==> config.mk <==
export PLATFORM = sky130hd
export DESIGN_NAME = rs_serial_syndrome_flat
export DESIGN_NICKNAME = d
export VERILOG_FILES = /design/src/rtl/rs_serial_syndrome_pkg.sv /design/src/rtl/rs_serial_syndrome_if.sv /design/src/rtl/rs_serial_syndrome_gf_const_mul.sv /design/src/rtl/rs_serial_syndrome.sv /design/src/flat_wrapper.sv
export SDC_FILE = /design/constraint.sdc
export NUM_CORES = 1
export LEC_CHECK = 0
export BUFFER_PORTS_ARGS = -buffer_cell sky130_fd_sc_hd__buf_4
export CAP_MARGIN = 20
export CORE_ASPECT_RATIO = 1.4
export CORE_UTILIZATION = 44
export DETAILED_ROUTE_END_ITERATION = 8
export PLACE_DENSITY = 0.73
export SLEW_MARGIN = 20
export SYNTH_ARGS = -nofsm -noshare
export SYNTH_HDL_FRONTEND = slang
export SYNTH_SLANG_ARGS = --single-unit
export TNS_END_PERCENT = 10
==> constraint.sdc <==
create_clock -name clk -period 1.1 [get_ports clk]
set_clock_uncertainty 0.1 [all_clocks]
set_input_delay 0.22 -clock clk [delete_from_list [all_inputs] [get_ports clk]]
set_output_delay 0.22 -clock clk [all_outputs]
set_load 0.01 [all_outputs]
==> src/rtl/rs_serial_syndrome_pkg.sv <==
// Shared GF(2^3) constants for the RS(7,5) syndrome path.
// Holds the codeword geometry, the field definition, the collector FSM
// state type and a single-step "multiply by alpha" helper.
package rs_serial_syndrome_pkg;

    localparam int N            = 7;
    localparam int K            = 5;
    localparam int SYMBOL_WIDTH = 3;
    localparam int CW_WIDTH     = N * SYMBOL_WIDTH;
    localparam int CNT_WIDTH    = $clog2(N);

    // x^3 + x + 1, and the primitive element alpha = x
    localparam logic [SYMBOL_WIDTH:0]   PRIM_POLY = 4'b1011;
    localparam logic [SYMBOL_WIDTH-1:0] ALPHA     = 3'b010;

    typedef enum logic {
        ST_COLLECT = 1'b0,
        ST_HOLD    = 1'b1
    } state_e;

    // Multiply a polynomial-basis symbol by alpha: shift up one degree and
    // fold the x^3 term back with the primitive polynomial.
    function automatic logic [SYMBOL_WIDTH-1:0] gf_mul_alpha(
        input logic [SYMBOL_WIDTH-1:0] sym
    );
        logic [SYMBOL_WIDTH:0] wide_s;
        wide_s = {sym, 1'b0};
        if (wide_s[SYMBOL_WIDTH]) begin
            wide_s = wide_s ^ PRIM_POLY;
        end else begin
            wide_s = wide_s;
        end
        return wide_s[SYMBOL_WIDTH-1:0];
    endfunction

endpackage

==> src/rtl/rs_serial_syndrome_if.sv <==
// Symbol-in / frame-out bundle of the serial syndrome block.
//   in_valid/in_ready/in_symbol : one received symbol per transfer
//   out_valid/out_ready         : frame handshake toward the decoder
//   codeword/s1/s2/err_flag     : assembled word and its two syndromes
// slave  = the syndrome block, master = the surrounding environment.
interface rs_serial_syndrome_if;
    import rs_serial_syndrome_pkg::*;

    logic                    in_valid;
    logic                    in_ready;
    logic [SYMBOL_WIDTH-1:0] in_symbol;
    logic                    out_valid;
    logic                    out_ready;
    logic [CW_WIDTH-1:0]     codeword;
    logic [SYMBOL_WIDTH-1:0] s1;
    logic [SYMBOL_WIDTH-1:0] s2;
    logic                    err_flag;

    modport slave (
        input  in_valid, in_symbol, out_ready,
        output in_ready, out_valid, codeword, s1, s2, err_flag
    );

    modport master (
        output in_valid, in_symbol, out_ready,
        input  in_ready, out_valid, codeword, s1, s2, err_flag
    );

endinterface

==> src/rtl/rs_serial_syndrome_gf_const_mul.sv <==
// Constant multiplier by alpha^EXP in GF(2^3).
//   sym_in  : symbol in polynomial basis
//   sym_out : sym_in * alpha^EXP, polynomial basis (pure combinational)
module gf_const_mul
    import rs_serial_syndrome_pkg::*;
#(
    parameter int EXP = 1
) (
    input  logic [SYMBOL_WIDTH-1:0] sym_in,
    output logic [SYMBOL_WIDTH-1:0] sym_out
);

    // Apply the alpha step EXP times; unrolls to a small XOR network.
    always_comb begin
        sym_out = sym_in;
        for (int i = 0; i < EXP; i++) begin
            sym_out = gf_mul_alpha(sym_out);
        end
    end

endmodule

==> src/rtl/rs_serial_syndrome.sv <==
// Serial RS(7,5) syndrome front end.
// Collects N symbols (highest-degree coefficient first), assembles them into
// a codeword and evaluates S1 = v(alpha), S2 = v(alpha^2) by Horner's rule,
// then presents the frame until the decoder takes it.
//   clk, reset : clock and synchronous active-high reset
//   bus        : symbol input handshake and frame output handshake/data
module rs_serial_syndrome
    import rs_serial_syndrome_pkg::*;
(
    input  logic                  clk,
    input  logic                  reset,
    rs_serial_syndrome_if.slave   bus
);

    localparam logic [CNT_WIDTH-1:0] CNT_LAST = CNT_WIDTH'(N - 1);
    localparam logic [CNT_WIDTH-1:0] CNT_ONE  = CNT_WIDTH'(1);

    state_e                  state_r,    state_nx_s;
    logic [CNT_WIDTH-1:0]    cnt_r,      cnt_nx_s;
    logic [SYMBOL_WIDTH-1:0] s1_r,       s1_nx_s;
    logic [SYMBOL_WIDTH-1:0] s2_r,       s2_nx_s;
    logic [CW_WIDTH-1:0]     codeword_r, codeword_nx_s;
    logic [SYMBOL_WIDTH-1:0] s1_mul_s;
    logic [SYMBOL_WIDTH-1:0] s2_mul_s;

    gf_const_mul #(.EXP(1)) u_mul_alpha  (.sym_in(s1_r), .sym_out(s1_mul_s));
    gf_const_mul #(.EXP(2)) u_mul_alpha2 (.sym_in(s2_r), .sym_out(s2_mul_s));

    // Next-state and datapath update for the collect/hold frame FSM.
    always_comb begin
        state_nx_s    = state_r;
        cnt_nx_s      = cnt_r;
        s1_nx_s       = s1_r;
        s2_nx_s       = s2_r;
        codeword_nx_s = codeword_r;
        case (state_r)
            ST_COLLECT: begin
                if (bus.in_valid) begin
                    // Horner step; accumulators are zero at frame start
                    s1_nx_s       = s1_mul_s ^ bus.in_symbol;
                    s2_nx_s       = s2_mul_s ^ bus.in_symbol;
                    // Shift up so the first symbol ends in the top slot
                    codeword_nx_s = {codeword_r[CW_WIDTH-SYMBOL_WIDTH-1:0], bus.in_symbol};
                    if (cnt_r == CNT_LAST) begin
                        cnt_nx_s   = '0;
                        state_nx_s = ST_HOLD;
                    end else begin
                        cnt_nx_s = cnt_r + CNT_ONE;
                    end
                end else begin
                    state_nx_s = ST_COLLECT;
                end
            end
            ST_HOLD: begin
                if (bus.out_ready) begin
                    state_nx_s    = ST_COLLECT;
                    cnt_nx_s      = '0;
                    s1_nx_s       = '0;
                    s2_nx_s       = '0;
                    codeword_nx_s = '0;
                end else begin
                    state_nx_s = ST_HOLD;
                end
            end
            default: begin
                state_nx_s    = ST_COLLECT;
                cnt_nx_s      = '0;
                s1_nx_s       = '0;
                s2_nx_s       = '0;
                codeword_nx_s = '0;
            end
        endcase
    end

    // State, counter, syndrome and codeword registers.
    always_ff @(posedge clk) begin
        if (reset) begin
            state_r    <= ST_COLLECT;
            cnt_r      <= '0;
            s1_r       <= '0;
            s2_r       <= '0;
            codeword_r <= '0;
        end else begin
            state_r    <= state_nx_s;
            cnt_r      <= cnt_nx_s;
            s1_r       <= s1_nx_s;
            s2_r       <= s2_nx_s;
            codeword_r <= codeword_nx_s;
        end
    end

    assign bus.in_ready  = (state_r == ST_COLLECT);
    assign bus.out_valid = (state_r == ST_HOLD);
    assign bus.codeword  = codeword_r;
    assign bus.s1        = s1_r;
    assign bus.s2        = s2_r;
    assign bus.err_flag  = (s1_r != '0) || (s2_r != '0);

endmodule

==> src/flat_wrapper.sv <==
// flat-port wrapper written by rule: the top's interface ports become plain ports
module rs_serial_syndrome_flat import rs_serial_syndrome_pkg::*;
  (clk, reset, bus_in_valid, bus_in_symbol, bus_out_ready, bus_in_ready, bus_out_valid, bus_codeword, bus_s1, bus_s2, bus_err_flag);
  rs_serial_syndrome_if bus_i ();
  input  logic clk;
  input  logic reset;
  input wire logic [$bits(bus_i.in_valid)-1:0] bus_in_valid;
  input wire logic [$bits(bus_i.in_symbol)-1:0] bus_in_symbol;
  input wire logic [$bits(bus_i.out_ready)-1:0] bus_out_ready;
  output wire logic [$bits(bus_i.in_ready)-1:0] bus_in_ready;
  output wire logic [$bits(bus_i.out_valid)-1:0] bus_out_valid;
  output wire logic [$bits(bus_i.codeword)-1:0] bus_codeword;
  output wire logic [$bits(bus_i.s1)-1:0] bus_s1;
  output wire logic [$bits(bus_i.s2)-1:0] bus_s2;
  output wire logic [$bits(bus_i.err_flag)-1:0] bus_err_flag;
  assign bus_i.in_valid = bus_in_valid;
  assign bus_i.in_symbol = bus_in_symbol;
  assign bus_i.out_ready = bus_out_ready;
  assign bus_in_ready = bus_i.in_ready;
  assign bus_out_valid = bus_i.out_valid;
  assign bus_codeword = bus_i.codeword;
  assign bus_s1 = bus_i.s1;
  assign bus_s2 = bus_i.s2;
  assign bus_err_flag = bus_i.err_flag;
  rs_serial_syndrome u_core (.clk(clk), .reset(reset), .bus(bus_i));
endmodule
* After elaboration in Yosys (flattened, before gate mapping)
Cells that the tools add are included.
** Word-level totals
- Bits in registers :: 31
- Input port bits :: 7
- Word-level logic and storage cells :: 37
** Operators by class
- Add/sub/neg operators :: 1
- Equality and inequality tests :: 3
- Muxes and demuxes :: 18
- Bitwise logic cells :: 6
- Reduce and logical (&&, ||, !) cells :: 4
** Operators by type and width (number)
- 21-bit two-way mux :: 2
- 21-bit one-hot mux with 2 select lines :: 1
- 3-bit one-hot mux with 2 select lines :: 3
- 3-bit two-way mux :: 5
- 2-bit two-way mux :: 3
- 2-bit NOT :: 3
- 3-bit nonzero test :: 2
- 3-bit XOR :: 2
- 2-bit != test, second input constant :: 2
- 3-bit by 1-bit adder with 3-bit output, second input constant :: 1
- 3-bit == test, second input constant :: 1
- 1-bit two-way mux :: 3
- 1-bit one-hot mux with 2 select lines :: 1
- 2-bit AND reduction :: 1
- 1-bit logical OR :: 1
- 1-bit NOT :: 1

* Depth between registers and ports, before layout
Gate-level depths: netlist of the first run.
- Word-level depth :: 7
- Depth in mapped cells :: 5
- Gate-level depth less buffers :: 3

* Cells and area by module
A second synthesis of the first run with hierarchy kept.
** Unflattened totals
- Cells, all modules :: 127
- Area, all modules :: 1209.9 sq um
** Modules (own cells, without submodules)
- rs_serial_syndrome :: instances 1, cells each 121, area each 1161.1 sq um, sequential area each 620.6 sq um
- gf_const_mul (u_core.u_mul_alpha2) :: instances 1, cells each 3, area each 25.0 sq um, sequential area each 0.0 sq um
- gf_const_mul (u_core.u_mul_alpha) :: instances 1, cells each 3, area each 23.8 sq um, sequential area each 0.0 sq um

* Worst setup path before layout of the first run
No wires, ideal clock.
- Path type :: register to register
- Start :: register u_core.state_r (netlist: u_core.bus.out_valid)
- End :: register u_core.s2_r[2] (netlist: u_core.bus.s2[2])
- Arrival time :: 1121 ps
- Setup slack :: -200 ps
- Stages on the path, launching flop included :: 6
- Cells stage by stage :: dfxtp_1 > mux2i_1 > buf_4 > buf_6 > nand3b_1 > o211ai_1
** On the way
- Word-level cells in the longest chain between the ends :: 3
- Elaborated cells on any way between the ends :: 5
- Those cells by class :: 2 x eq/ne; 1 x mux; 1 x bitwise; 1 x reduce/logical
** Ends and longest elaborated chain
- start: declaration :: RTL line rs_serial_syndrome.sv:18 : state_e state_r, state_nx_s;
- start signal: assignment :: RTL line rs_serial_syndrome.sv:84 : state_r <= state_nx_s;
- 1-bit NOT :: RTL line rs_serial_syndrome.sv:36 : case (state_r)
- 2-bit != test (no source line)
- 2-bit AND reduction (no source line)
- end signal: assignment :: RTL line rs_serial_syndrome.sv:87 : s2_r <= s2_nx_s;
- end: declaration :: RTL line rs_serial_syndrome.sv:21 : logic [SYMBOL_WIDTH-1:0] s2_r, s2_nx_s;
Parallel ways exist; a longest one is shown, timed or not.
A chain may end at the register's enable or synchronous reset.

* Final worst setup path of the first run
- Start :: register u_core.s2_r[0] (netlist: u_core.bus.s2[0])
- End :: output port bus_err_flag
** On the way
- Word-level cells in the longest chain between the ends :: 2
** Ends and longest elaborated chain
- 3-bit nonzero test :: RTL line rs_serial_syndrome.sv:97 : assign bus.err_flag = (s1_r != '0) || (s2_r != '0);
- 1-bit logical OR :: RTL line rs_serial_syndrome.sv:97
- end: declaration :: RTL line flat_wrapper.sv:15 : output wire logic [$bits(bus_i.err_flag)-1:0] bus_err_flag;
No other way between the ends.

==> impl_results.md, run 1 <==
* Outcome: complete, but fails checks
* Failing checks: setup timing
* Pleak at between 0.0008 and 0.0009 uW
* Ys Warns at 0
* Routed wl met3 at roughly 120 um
* Core area at 2620 um^2
* Worst EP arrival at around 1.2 ns
* Post-Route WL at around 3.3 mm
* CTS max path bufs at 2
* Synth unique cells at 25
* Detail Placement HPWL at 2.03 mm
* Mapped Cells at approximately 130
* Die height at ~64 um
* # port buffers at 36
* Congestion Overflow GR at 0
* Sequential area share after synthesis at 0.511
* Share of post-route cells with drive strength above 1 at 0.541
* Hold Vio Cnt, Final at 0
* Pre-CTS setup slack at -0.109 ns
* CTS sink cnt at 31
* Total Routing Usage GR at 0.231
* Starting density of the core at 0.464
* Worst r2r src: u_core.bus.s1[2]
* Max VDD drop at 0.930 mV
* Syn_nets at ~140
* Fin nets at 190
* H-tree depth reported by CTS at 2
* Top sig layer: met4
* Total Power at 2410 uW
* First-pass GRT wire length at 4.87 mm
* Die Wd at approximately 46 um
* DRC Markers at 0
* Placement Cell Area at roughly 1600 um^2
* DRT Pass-1 Iters at 4
* Final setup viols at just under 60
* TritonCTS clock tree: done
* Slew Limit Fails at 0
* Worst R2R Path Depth at 6
* # rows at 22
* Pwr Density at ~1200 nW/um^2
* Final worst setup slack at -0.401 ns
* Max Cap Viol at 0
* Pin count of the biggest net entering global routing at 21
* CTS root buffer: clkbuf_4
* CTS buffer count at 5
* DR iter-0 viols at 60
* Vias in the first global route at approximately 1100
* DR vias at between 1000 and 1500
* Max Clk Rate at approximately 0.67 GHz
* Mapped Avg Cell Area at approximately 9.4 um^2
* CP Launch Type: flip-flop
* Initial antenna violation count at 0
* RSZ-0062 raised after global routing: true
* Cells after DPL at 205
* Worst hold start: bus_in_symbol[2]
* Critical Path Source: u_core.bus.s2[0]
* Final Non-Filler Cells at about 220
* Antenna Diode Count at 0
* Post-route cell area at roughly 1900 um^2
* Met1 Routed Length at between 1 and 1.5 mm
* Synth-to-layout area growth at 59.8%
* Routed wl met2 at about 1.8 mm
* Worst min path class: in2reg
* Actual slew at the worst max-slew pin at roughly 0.26 ns
* Hold Path Depth at 3
* Via density at 5.30
* Slew margin rel. at 0.829
* WL per Instance at 15.1 um
* Post-route ant nets at 0
* Critical path class: reg2out
* Critical Path RT at roughly 0.8 ns
* Crit path time final at between 1.5 and 2 ns
* Syn Std Cell Area at about 1200 um^2
* GPL Wtd Cong at approximately 0.8
* #FFs+latches synth at 31
* Post-route clock period utilization at 1.36
* CP endpoint kind: output pin
* Cts hold-fix bufs at 0
* Worst-Skew Late Latency at 0.33 ns
* Ports at 37
* Clk pin slew, worst setup/hold paths at about 0.090 ns
* Worst Path Max Fanout at 2
* Die area at slightly below 3000 um^2
-- per-layer routing --
| metal | vias to the layer above | GRT usage |
|---|---|---|
| met5 | - | 0 |
| met2 | 24 | 0.403 |
| li1 | 563 | - |
| met1 | 566 | 0.233 |
| met3 | 7 | 0.0763 |
| met4 | 0 | 0.0993 |
-- through the flow --
step | util | TNS [ns] | hold WS [ns]
floorplan | - | -1.59 | 0.283
global placement | 0.614 | -1.41 | 0.387
detailed placement | 0.614 | -2.23 | 0.390
CTS | 0.714 | -3.73 | 0.0917
global route | 0.742 | -8.32 | 0.0993
finish | 0.742 | -5.23 | 0.0912
-- worst max-delay path, cell delays in order (launching register included) --
cell	delay [ns]
dfxtp_2	0.34
nor4_2	0.28
nand2_1	0.11
buf_6	0.13
-- sequential cells by signal, summed over array words and instances (netlist names) --
register and flops:
u_core.bus.codeword 21, u_core.cnt_r 3, u_core.bus.s1 3, u_core.bus.out_valid 1, u_core.bus.s2 3
-- final timing paths --
check	end	slack (ns)
setup / recovery	bus_err_flag	-0.40
hold reg to reg	u_core.bus.codeword[18]	0.42
hold / removal	u_core.bus.codeword[2]	0.09
setup reg to reg	u_core.bus.s1[0]	-0.16
-- cells in the final DEF (no fill, tap or decap), drive strengths merged, types with 3 or more instances in the layout --
cell,instances
dfxtp,31
xor2,3
nand3b,3
nand2,3
nand4b,3
a22oi,25
clkbuf,7
a21oi,4
buf,58
nor2,30
-- area by class of cell --
class,count,area (um^2)
Multi-Input combinational cell,85,563
Inverter,2,7.51
Timing Repair Buffer,58,597
Fill cell,184,676
Sequential cell,31,661
Tap cell,36,45.0
Clock buffer,7,66.3
-- power by group --
part	switching (uW)	leakage (uW)	total [uW]	internal, uW
logic	205	0.000505	460	255
registers	42.2	0.000266	1210	1170
clock network	368	0.0000365	745	377
total	616	0.000807	2410	1800
-- synthesized netlist by cell type --
library cell,instances,share of area
o211ai_1,2,0.012
a221o_1,1,0.0082
nand2_1,3,0.0093
clkbuf_1,4,0.012
buf_2,5,0.021
xor3_1,1,0.020
buf_6,1,0.0093
nand3b_1,3,0.019
mux2i_1,1,0.0082
nand4_1,1,0.0052
nor4b_1,1,0.0072
buf_4,1,0.0062
nor2b_1,1,0.0052
dfxtp_1,31,0.51
xor2_1,3,0.022
a22oi_1,25,0.15
inv_1,2,0.0062
xnor2_1,2,0.014
nand4b_1,3,0.022
a21oi_1,4,0.016
nor2_1,30,0.093
nor3_1,1,0.0041
o21ai_0,1,0.0041
nand2b_1,1,0.0052
nor4_1,1,0.0052
-- cells by family (layout without fill, tap and decap cells) --
| group | count (synthesis) | after routing | synth area share |
|---|---|---|---|
| buf+inv | 13 | 67 | 0.0546 |
| xor+xnor | 6 | 6 | 0.0557 |
| compound gates | 33 | 33 | 0.196 |
| simple gates | 45 | 45 | 0.174 |
| flops | 31 | 31 | 0.511 |
| mux | 1 | 1 | 0.00825 |
-- repair_timing --
action                                  CTS  global route
endpoints found under the setup margin   61            61
gates resized for setup                  63            12
cloned                                    0             2
pin swaps                                 0             3
buffers inserted                          2             3
No activity file was read; power rests on OpenSTA's default activity.
==> inputs of run 2 (changes only) <==
REMOVE_ABC_BUFFERS = 1   (was default)
==> run 2 against run 1 <==
  * The run still ends with setup timing left
  * First-iteration DRC count increased by 43%
  * Non-clock buffer count increased by 5
  * Die area stayed put
  * Count of clock-buffer cells in the layout decreased by 1
  * Design area increased by 11%
  * Combinational power grew 18%
  * Largest power group unchanged
  * Highest routed layer unchanged
==> impl_results.md, run 2 (synthesized netlist as in run 1, its figures left out) <==
* Outcome: complete, but fails checks
* Failing checks: setup timing
* Post-route clock period utilization at 1.37
* H-tree depth reported by CTS at 2
* Die height at around 64 um
* Core area at between 2000 and 3000 um^2
* Worst EP arrival at 1.19 ns
* WL per Instance at approximately 19 um
* CTS sink cnt at 31
* Crit path time final at around 1.5 ns
* Fill count at between 100 and 150
* Antenna Diode Count at 0
* Starting density of the core at 0.464
* Share of post-route cells with drive strength above 1 at 0.582
* Slew Limit Fails at 0
* Pleak at a little under 0.0009 uW
* Synth-to-layout area growth at 77.1%
* Congestion Overflow GR at 0
* Fin nets at roughly 200
* Most frequent cells in the layout: 35 x buf_6, 29 x nor2_1, 21 x a22oi_1, 21 x dfxtp_2, 20 x buf_4
* Final setup viols at 60
* Ports at 37
* Cells after DPL at between 200 and 250
* Detail Placement HPWL at around 1.8 mm
* CTS max path bufs at 2
* Vias in the first global route at 1183
* Die Wd at 46.4 um
* Slew margin rel. at 0.813
* Critical Path RT at 0.78 ns
* # port buffers at 36
* Critical path class: reg2out
* Worst-Skew Late Latency at 0.36 ns
* Actual slew at the worst max-slew pin at about 0.28 ns
* Clk pin slew, worst setup/hold paths at about 0.12 ns
* Hold Vio Cnt, Final at 0
* Setup TNS at -11.50 ns
* Post-route ant nets at 0
* RSZ-0062 raised after global routing: true
* Worst Path Max Fanout at 2
* Final Non-Filler Cells at about 230
* CTS buffer count at 5
* Pin count of the biggest net entering global routing at 27
* Final worst setup slack at -0.412 ns
* Max Clk Rate at approximately 0.66 GHz
* CP Launch Type: flip-flop
* Pwr Density at roughly 1300 nW/um^2
* CP endpoint kind: output pin
* # rows at 22
* TritonCTS clock tree: done
* DRT Pass-1 Iters at 4
* Crit-path max cell delay at ~0.35 ns
* Most common cell after layout, fill and taps aside: buf_6
* DR vias at between 1000 and 1500
* Cts hold-fix bufs at 0
* Largest register FFs at 21
* First-pass GRT wire length at about 5.6 mm
* Post-Route WL at 4.36 mm
* Critical path's slowest cell: dfxtp_2
* Worst min path class: in2reg
* Via density at 5.84
* DRC Markers at 0
* Max Cap Viol at 0
* GPL Wtd Cong at about 0.75
* Die area at 2980 um^2
* DR iter-0 viols at between 80 and 90
* Critical-path cell list: nor4_2, nand2_1, buf_6
* CTS root buffer: clkbuf_4
* Total Routing Usage GR at 0.268
* Initial antenna violation count at 0
* Max VDD drop at 1.35 mV
* Pre-CTS setup slack at -0.219 ns
[run 2: critical path, delay by kind of cell (launching register included)]
kind | cells | cell delay (ns)
buffers and inverters | 1 | 0.13
DFF | 1 | 0.35
and+or+nand+nor | 2 | 0.35
[run 2: power by group]
group	switching, uW	internal, uW	leakage, uW	total, uW
clock	460	537	0.0000482	997
combinational	240	303	0.000581	544
sequential	45.8	1160	0.000266	1200
[run 2: repair_timing]
action,CTS,global route
setup endpoints to repair,61,61
gates cloned,4,1
pin swaps,7,7
hold endpoints to repair,0,0
buffers inserted,2,6
resized for setup,60,28
[run 2: stage by stage]
step	power, uW	utilization	area (um^2)	hold WS (ns)
after floorplan	1380	-	1150	0.189
after global placement	1560	0.614	1610	0.390
after detailed placement	1570	0.614	1610	0.394
after CTS	2620	0.770	2010	0.0570
after global routing	2830	0.822	2150	0.0910
final	2740	0.822	2150	0.0796
[run 2: cell type report]
type / instances / area [um^2] / share of cell area
Clock buffer: 6 / 51.3 / 0.0239
Clock inverter: 2 / 35.0 / 0.0163
Multi-Input combinational cell: 85 / 604 / 0.281
Tap cell: 36 / 45.0 / 0.0210
Sequential cell: 31 / 669 / 0.311
Timing Repair Buffer: 63 / 737 / 0.343
Inverter: 2 / 7.51 / 0.00349
[run 2: final timing paths]
check,startpoint,endpoint,slack [ns],depth (start not counted)
max,u_core.bus.s2[1],bus_err_flag,-0.41,3
min,bus_in_symbol[2],u_core.bus.codeword[2],0.08,3
max reg2reg,u_core.bus.out_valid,u_core.bus.s2[1],-0.38,6
min reg2reg,u_core.bus.codeword[20],u_core.bus.codeword[20],0.41,2
[run 2: metal layers]
layer | vias to the layer above | routed length [um] | global-route usage
li1 | 588 | - | -
met1 | 634 | 1620 | 0.307
met2 | 71 | 2230 | 0.434
met3 | 20 | 330 | 0.0734
met4 | 0 | 178 | 0.132
met5 | - | 0 | 0
==> inputs of run 3 (changes only) <==
CORE_ASPECT_RATIO = 1.75   (was 1.4)
==> run 3 against run 2 <==
  * The flow still finishes with violations (setup timing)
  * Utilization fell by 8.2 points
  * Cell count fell by 9.3%
  * Sequential share of layout area rose by 3.6 points
  * Combinational power fell by 20%
  * Design area fell by 12%
  * Largest cell class is now registers
  * Highest routed layer unchanged
==> impl_results.md, run 3 (synthesized netlist as in run 1, its figures left out) <==
* Outcome: complete, but fails checks
* Failing checks: setup timing
* Worst r2r src: u_core.bus.out_valid
* RR Endpoint: u_core.bus.codeword[6]
* Core area at 2550 um^2
* Crit path time final at 1.45 ns
* Share of post-route cells with drive strength above 1 at 0.517
* WL per Instance at 15.0 um
* Vias in the first global route at between 1000 and 1500
* Pin count of the biggest net entering global routing at 33
* Fin nets at 184
* Actual slew at the worst max-slew pin at about 0.33 ns
* DR vias at around 1100
* CTS buffer count at 5
* Critical path's slowest cell: dfxtp_2
* Fill count at 187
* R2r setup slk at -0.24 ns
* Post-Route WL at 3.06 mm
* Worst min path class: in2reg
* Setup TNS at -6.45 ns
* CP endpoint kind: output pin
* Worst Path Max Fanout at 2
* Most frequent cells in the layout: 35 x buf_4, 30 x nor2_1, 22 x a22oi_1, 22 x dfxtp_2, 12 x buf_6
* Initial antenna violation count at 0
* # rows at 24
* DRT Pass-1 Iters at 4
* Via density at about 5.6
* CTS sink cnt at 31
* DRC Markers at 0
* Max Clk Rate at ~0.69 GHz
* Max VDD drop at between 1.5 and 2 mV
* Critical Path RT at between 0.7 and 0.8 ns
* Post-route clock period utilization at 1.31
* Worst EP arrival at approximately 1.1 ns
* Starting density of the core at 0.475
* Ports at 37
* GPL Wtd Cong at 0.776
* Post-route ant nets at 0
* TritonCTS clock tree: done
* Die area at between 2000 and 3000 um^2
* Max Cap Viol at 0
* DR iter-0 viols at 31
* Final setup viols at 38
* Detail Placement HPWL at 1.89 mm
* CTS root buffer: clkbuf_8
* Slew Limit Fails at 0
* Final worst setup slack at -0.345 ns
* Final Non-Filler Cells at 204
* Most common cell after layout, fill and taps aside: buf_4
* CTS max path bufs at 2
* Cts hold-fix bufs at 0
* Critical-path cell list: nor4_4, nand2_1, buf_6
* Die height at about 71 um
* Slew margin rel. at 0.773
* H-tree depth reported by CTS at 2
* Worst hold start: bus_in_symbol[1]
* Congestion Overflow GR at 0
* Largest register FFs at 21
* Die Wd at around 42 um
* Antenna Diode Count at 0
* Clk pin slew, worst setup/hold paths at around 0.070 ns
* RSZ-0062 raised after global routing: true
* Hold Path Depth at 3
* Crit-path max cell delay at around 0.33 ns
* Hold path endpoint: u_core.bus.codeword[1]
* CP Launch Type: flip-flop
* Pleak at 0.000794 uW
* # port buffers at 36
* Worst-Skew Late Latency at about 0.28 ns
* Cells after DPL at 191
* Pwr Density at approximately 1400 nW/um^2
* Critical path class: reg2out
* Total Routing Usage GR at 0.208
* First-pass GRT wire length at about 4.8 mm
* Hold Vio Cnt, Final at 0
* Synth-to-layout area growth at 55.6%
* Worst R2R Path Depth at 4
[run 3: changes by cell type in the layout (fill, tap and decap cells not counted), sizes merged]
cell,before,now
buf,61,50
bufinv,1,0
clkbuf,8,10
clkinv,1,0
[run 3: stage by stage]
stage                     setup slack [ns]  power [uW]  utilization  cell area [um^2]  hold slack, ns
after global routing                -0.382        2710        0.740              1890           0.149
after CTS                           -0.349        2610        0.706              1800           0.121
after global placement              -0.142        1570        0.621              1580           0.387
after detailed placement            -0.205        1580        0.621              1580           0.397
after floorplan                      -1.13        1380            -              1150           0.189
final                               -0.345        2620        0.740              1890           0.127
[run 3: how the worst max path moves through the flow]
stage	start	endpoint	slack [ns]	cells after the start
2_1_floorplan	u_core.bus.out_valid	u_core.cnt_r[1]	-1.13	3
3_3_place_gp	u_core.bus.out_valid	u_core.bus.s2[0]	-0.14	4
3_5_place_dp	u_core.bus.out_valid	u_core.bus.s1[0]	-0.20	4
4_1_cts	u_core.bus.s2[2]	bus_err_flag	-0.35	3
5_1_grt	u_core.bus.s2[2]	bus_err_flag	-0.38	3
6_report	u_core.bus.s2[2]	bus_err_flag	-0.35	3
[run 3: routing by layer]
layer | global-route usage | vias up | part of all wire
li1 | - | 551 | -
met1 | 0.222 | 548 | 0.39
met2 | 0.366 | 33 | 0.54
met3 | 0.0403 | 6 | 0.042
met4 | 0.129 | 0 | 0.022
met5 | 0 | - | 0
[run 3: final cells by class]
class / instances / area, um^2 / area share
flip-flops and latches: 31 / 656 / 0.347
multi-input cells: 85 / 584 / 0.309
clock buffers: 8 / 100 / 0.0530
repair buffers: 52 / 508 / 0.269
well taps: 26 / 32.5 / 0.0172
inverters: 2 / 7.51 / 0.00398
[run 3: critical path, delay by kind of cell (launching register included)]
| family | cells | cell delay [ns] |
|---|---|---|
| buffers and inverters | 1 | 0.13 |
| flip-flops | 1 | 0.33 |
| AND/OR/NAND/NOR | 2 | 0.38 |
[run 3: what timing repair did]
item / in CTS / in global routing
gates cloned: 1 / 1
setup buffers: 2 / 1
pin swaps: 2 / 9
resized for setup: 26 / 25
setup endpoints to repair: 47 / 53
[run 3: report_power, final]
part	leakage, uW	switching (uW)	internal, uW	total, uW
clock	0.0000515	408	570	978
sequential	0.000264	41.3	1170	1210
combinational	0.000479	195	241	436
total	0.000794	644	1980	2620
